[config.mk]
export PLATFORM = sky130hd
export DESIGN_NAME = multiplier_t_c3x2_pipelined_mac
export DESIGN_NICKNAME = d
export VERILOG_FILES = /design/src/rtl/multiplier_t_c3x2_pipelined_mac.sv
export SDC_FILE = /design/constraint.sdc
export NUM_CORES = 2
export LEC_CHECK = 0
export ABC_AREA = 1
export BUFFER_PORTS_ARGS = -buffer_cell sky130_fd_sc_hd__buf_4
export CAP_MARGIN = 20
export CELL_PAD_IN_SITES_DETAIL_PLACEMENT = 0
export CELL_PAD_IN_SITES_GLOBAL_PLACEMENT = 2
export CORE_MARGIN = 1
export CORE_UTILIZATION = 30
export DETAILED_ROUTE_END_ITERATION = 8
export PLACE_DENSITY_LB_ADDON = 0.1
export SETUP_SLACK_MARGIN = 0.1
export SYNTH_ARGS = -nofsm -noshare
export SYNTH_HDL_FRONTEND = slang
export SYNTH_SLANG_ARGS = --single-unit
export TNS_END_PERCENT = 1
[constraint.sdc]
create_clock -name clk -period 3.4 [get_ports clk]
set_input_delay 0.34 -clock clk [delete_from_list [all_inputs] [get_ports clk]]
set_output_delay 0.34 -clock clk [all_outputs]
set_load 0.005 [all_outputs]
[src/rtl/multiplier_t_c3x2_pipelined_mac.sv]
// rtl/multiplier_t_c3x2_pipelined_mac.sv - two-channel SIMD multiply-accumulate pipeline
//
// Ports:
//   clk, reset_n        clock (rising edge), asynchronous active-low reset
//   in_valid/in_ready   input handshake; a beat is accepted on in_valid & in_ready
//   a, b                operands, 2*A_W bits; six SUB_W lanes in mode 1
//   a_sign, b_sign      operand signedness (1 = two's complement)
//   mode                0 = full A_W x B_W product on channel 0,
//                       1 = per-channel dot product of N_SUB lanes
//   acc_en              accumulate onto the previous delivered result
//   ovf_clr             clear sticky overflow flags
//   out_valid/out_ready output handshake
//   result_0, result_1  channel results, ACC_W bits each
//   ovf                 sticky overflow flags, bit i for channel i
module multiplier_t_c3x2_pipelined_mac #(
    parameter int SUB_W = 9,
    parameter int N_SUB = 3,
    parameter int B_W   = 18,
    parameter int ACC_W = 48,
    parameter int LAT   = 3
) (
    input  logic                           clk,
    input  logic                           reset_n,
    input  logic                           in_valid,
    output logic                           in_ready,
    input  logic [2*N_SUB*SUB_W-1:0]       a,
    input  logic [2*N_SUB*SUB_W-1:0]       b,
    input  logic                           a_sign,
    input  logic                           b_sign,
    input  logic                           mode,
    input  logic                           acc_en,
    input  logic                           ovf_clr,
    output logic                           out_valid,
    input  logic                           out_ready,
    output logic [ACC_W-1:0]               result_0,
    output logic [ACC_W-1:0]               result_1,
    output logic [1:0]                     ovf
);

    localparam int A_W   = N_SUB * SUB_W;
    localparam int SUM_W = 2 * SUB_W + 2;
    // Product stages ahead of the output register; the output register is the last of LAT.
    localparam int NS    = LAT - 1;

    logic en;
    assign en       = !out_valid | out_ready;
    assign in_ready = en;

    // Dot product of one channel's lanes, summed exactly in SUM_W bits, then
    // sign- or zero-extended depending on whether either operand is signed.
    function automatic logic [ACC_W-1:0] chan_dot(
        input logic [2*A_W-1:0] x,
        input logic [2*A_W-1:0] y,
        input logic             xs,
        input logic             ys,
        input int               c
    );
        logic signed [SUM_W-1:0] s;
        logic [SUB_W-1:0]        xl;
        logic [SUB_W-1:0]        yl;
        logic signed [SUB_W:0]   xe;
        logic signed [SUB_W:0]   ye;
        s = '0;
        for (int k = 0; k < N_SUB; k++) begin
            xl = x[(c*N_SUB+k)*SUB_W +: SUB_W];
            yl = y[(c*N_SUB+k)*SUB_W +: SUB_W];
            xe = {xs & xl[SUB_W-1], xl};
            ye = {ys & yl[SUB_W-1], yl};
            s  = s + SUM_W'(xe) * SUM_W'(ye);
        end
        return (xs | ys) ? ACC_W'(s) : ACC_W'($unsigned(s));
    endfunction

    // Overflow of x + y: signed overflow or unsigned carry-out.
    function automatic logic add_ovf(
        input logic [ACC_W-1:0] x,
        input logic [ACC_W-1:0] y,
        input logic             sgn
    );
        logic [ACC_W:0] s;
        s = {1'b0, x} + {1'b0, y};
        if (sgn)
            return (x[ACC_W-1] == y[ACC_W-1]) && (s[ACC_W-1] != x[ACC_W-1]);
        else
            return s[ACC_W];
    endfunction

    // Products formed from the raw inputs and captured at acceptance.
    logic signed [A_W:0] ax;
    logic signed [B_W:0] bx;
    logic [ACC_W-1:0]    p0_c;
    logic [ACC_W-1:0]    p1_c;

    always_comb begin
        ax   = {a_sign & a[A_W-1], a[A_W-1:0]};
        bx   = {b_sign & b[B_W-1], b[B_W-1:0]};
        p0_c = '0;
        p1_c = '0;
        if (!mode) begin
            p0_c = ACC_W'(ax) * ACC_W'(bx);
        end else begin
            p0_c = chan_dot(a, b, a_sign, b_sign, 0);
            p1_c = chan_dot(a, b, a_sign, b_sign, 1);
        end
    end

    // Product pipeline. Only the valid bits need reset; payload follows them.
    logic [NS-1:0]    st_v;
    logic [NS-1:0]    st_mode;
    logic [NS-1:0]    st_acc;
    logic [NS-1:0]    st_sgn;
    logic [ACC_W-1:0] st_p0 [NS];
    logic [ACC_W-1:0] st_p1 [NS];

    always_ff @(posedge clk or negedge reset_n) begin
        if (!reset_n) begin
            st_v <= '0;
        end else if (en) begin
            st_v[0] <= in_valid;
            for (int i = 1; i < NS; i++) begin
                st_v[i] <= st_v[i-1];
            end
        end
    end

    always_ff @(posedge clk) begin
        if (en) begin
            st_mode[0] <= mode;
            st_acc[0]  <= acc_en;
            st_sgn[0]  <= a_sign | b_sign;
            st_p0[0]   <= p0_c;
            st_p1[0]   <= p1_c;
            for (int i = 1; i < NS; i++) begin
                st_mode[i] <= st_mode[i-1];
                st_acc[i]  <= st_acc[i-1];
                st_sgn[i]  <= st_sgn[i-1];
                st_p0[i]   <= st_p0[i-1];
                st_p1[i]   <= st_p1[i-1];
            end
        end
    end

    // Output stage. Every beat loaded here is delivered before the next one
    // loads (loading requires out_ready while out_valid), so the beat in the
    // output register is always the previous delivered beat for the next load.
    logic       have_prev;
    logic       prev_mode;
    logic       load;
    logic       accum;
    logic [1:0] ov_hit;
    logic [ACC_W-1:0] nxt0;
    logic [ACC_W-1:0] nxt1;

    always_comb begin
        load      = en & st_v[NS-1];
        accum     = st_acc[NS-1] & have_prev & (prev_mode == st_mode[NS-1]);
        ov_hit[0] = add_ovf(result_0, st_p0[NS-1], st_sgn[NS-1]);
        ov_hit[1] = add_ovf(result_1, st_p1[NS-1], st_sgn[NS-1]);
        nxt0      = accum ? result_0 + st_p0[NS-1] : st_p0[NS-1];
        nxt1      = accum ? result_1 + st_p1[NS-1] : st_p1[NS-1];
    end

    always_ff @(posedge clk or negedge reset_n) begin
        if (!reset_n) begin
            out_valid <= 1'b0;
            result_0  <= '0;
            result_1  <= '0;
            ovf       <= '0;
            have_prev <= 1'b0;
            prev_mode <= 1'b0;
        end else begin
            if (en) begin
                out_valid <= st_v[NS-1];
            end
            if (load) begin
                result_0  <= nxt0;
                result_1  <= nxt1;
                have_prev <= 1'b1;
                prev_mode <= st_mode[NS-1];
            end
            // A new overflow wins over a simultaneous clear.
            ovf <= (ovf & ~{2{ovf_clr}}) | ({2{load & accum}} & ov_hit);
        end
    end

endmodule

==> metrics <==
clock tree buffer depth 3; largest net degree at the start of global routing 111; Die Width 446.5 um; WS Path Type in -> reg; Setup WS pre-CTS -3991 ps; placed wire-length estimate 191.3 mm; worst-path fanout max 5; Area Growth Syn to Fin 22.57%; Initial DRT Pass Iterations 5; vias in the first global route 53,100; CTS root buffer clkbuf_16; buffers and inverters on the worst path 10; Overflow after GRT 0; largest family of logic cells by synthesized area adder cells; reg-to-reg setup timing slack 370 ps; delay-heaviest family, CP adder cells; initial antenna violation count 5; Worst Hold Class in -> reg; Residual DRC 0; post-synthesis xor/xnor area fraction 0.01165; worst setup path endpoint st_p0[0][43]; gr usage total 0.2207; Nets 10,110; FMAX 0.1548 GHz; post-route minimum period 6459 ps; CTS tree yes; row count 162; Final GP Congestion 0.8912; Compound-Gate Fraction of Synth Area 0.06034; drt wl/cell 19.55 um; total negative slack -165,180 ps; Highest Signal Layer met5; core footprint 195,600 um2; CTS buffer count 30; Worst Setup SP b[6]; Hold Vio Cnt, Final 0; register area share after synthesis 0.1154; Worst Path Arrival 6790 ps; final non-filler cell total 11,030; adder-cell share of the synthesized area 0.4893; Die Height 446.5 um; Met1 Routed Length 98.74 mm; dpl cells 10,950; number of port buffers 216; Max-cap violations 0; failing checks setup timing; met3 WL 7.312 mm; Slowest-stage cell, CP fa_2; max-slew violations 0; worst r2r src result_0[0]; antenna-violating nets left 0; Final WS setup -3059 ps; worst reg2reg path endpoint result_0[46]; Yosys reg bits 245; Slew headroom 0.3826; H-tree depth 1; mux cell area share after synthesis 0; most common library cell in the layout ignoring fill and taps inv_1; Synthesized Nets 9,212; drt via density 4.414; CTS clk-pin slew, worst paths 60 ps; synth warn 0; Sink Count 245; synthesized area 59,260 um2; highest-count cells in the layout ignoring fill and taps 2,097 x inv_1, 1,692 x nand2_1, 1,154 x fa_1; synth unique cells 49; Ports 217; initial core utilization 0.3030; worst path required time 3740 ps; first-pass GRT wire length 329.2 mm; total via count in the routed design 48,680; CP dominant cell by count buf_4; period utilization 1.900; routed wl met2 103.6 mm; CP peak stage delay 640 ps; worst hold start out_ready; worst-skew pair later-pin latency 620 ps; Worst-Margin Slew 926.1 ps; share of layout cells above drive strength 1 0.1674; DRT Wirelength 215.6 mm; Synth Area in Simple Gates 0.1721; Crit. path cell count 27; worst hold margin 79.38 ps; die footprint 199,300 um2; Register-to-Register Path Depth 15; Initial DRC Count 2,382; syn avg cell area 7.917 um2; Synth Instances 7,485; clock skew 44.57 ps; critical path endpoint category flop; outcome complete, but fails checks; RSZ-0062 raised after global routing yes; FILL cells 20,760; Final Setup Violations 62; crit start category primary input
[flip-flops by register name, indices dropped and copies added, names as in the netlist]
signal,count
st_p0,94
result_0,48
result_1,48
st_p1,42
ovf,2
st_acc,2
st_mode,2
st_sgn,2
st_v,2
have_prev,1
out_valid,1
prev_mode,1
[final cells by class]
type	count	area [um2]	share of cell area
Clock inverter	20	284.0	0.003910
Multi-Input combinational cell	4861	44350	0.6106
Antenna cell	2	5.005	0.00006890
Tap cell	2624	3283	0.04520
Clock buffer	36	793.3	0.01092
Timing Repair Buffer	1100	9014	0.1241
Sequential cell	245	6842	0.09419
Inverter	2141	8061	0.1110
[worst reg2reg max path, delay by kind of cell, from the launching register on]
family / cells / cell delay [ps]
compound gates: 4 / 890
fa+ha+maj: 2 / 560
flops: 1 / 370
simple gates: 7 / 800
buf+inv: 2 / 250
[what timing repair did]
| action | CTS | global route |
|---|---|---|
| hold endpoints to repair | 44 | 0 |
| setup endpoints to repair | 62 | 63 |
| cloned | 2 | 1 |
| hold buffers | 4 | 0 |
| resized for setup | 150 | 79 |
| buffers inserted | 15 | 3 |
| pin swaps | 38 | 37 |
[routing by layer]
metal	vias up	GRT usage
met3	199	0.01824
met1	23980	0.2986
met2	815	0.3791
li1	23680	-
met5	-	0
met4	4	0.05455
[worst min-delay path by stage]
stage	endpoint	cells past startpoint
after CTS	st_v[0]	4
after floorplan	have_prev	0
after global placement	st_p0[0][71]	0
after global routing	st_v[0]	4
after detailed placement	st_p0[0][55]	0
final	st_v[0]	4
[stage by stage]
step	instance area, um2	utilization
2_1_floorplan	59580	-
3_3_place_gp	70300	0.3594
3_5_place_dp	70300	0.3594
4_1_cts	72200	0.3691
5_1_grt	72630	0.3713
6_report	72630	0.3713
[kinds of logic (layout without fill, tap and decap cells)]
kind of cell	after synthesis	after routing
compound gates	635	635
simple gates	2538	2538
flops	245	245
buf+inv	2379	3297
xor+xnor	78	78
fa+ha+maj	1610	1610
other cells	0	2
[Yosys cell counts, drive strengths merged]
cell type,count,share of area
a31oi,18,0.0019
nand3b,12,0.0015
o21ai,224,0.019
o211ai,32,0.0041
nand2,1742,0.11
a211o,2,0.00030
nand3,202,0.017
o22ai,5,0.00053
fa,1179,0.40
nand2b,3,0.00032
or2,39,0.0041
o21bai,32,0.0041
xor2,39,0.0059
o221ai,3,0.00044
o31ai,2,0.00025
nor3,37,0.0033
xnor2,39,0.0058
clkbuf,177,0.011
a21oi,248,0.021
o21a,36,0.0046
inv,2139,0.14
o311ai,1,0.00015
a21boi,16,0.0020
dfrtp,103,0.043
edfxtp,142,0.072
clkinv,2,0.00013
ha,431,0.091
nand4,34,0.0036
buf,61,0.0043
nor4,8,0.00095
a21o,16,0.0020
nor2,454,0.029
and2,3,0.00032
and3,4,0.00042
Power is left out: the tool's default activity adds up to more than one toggle a clock period on the data nets, which glitch-free logic cannot reach.
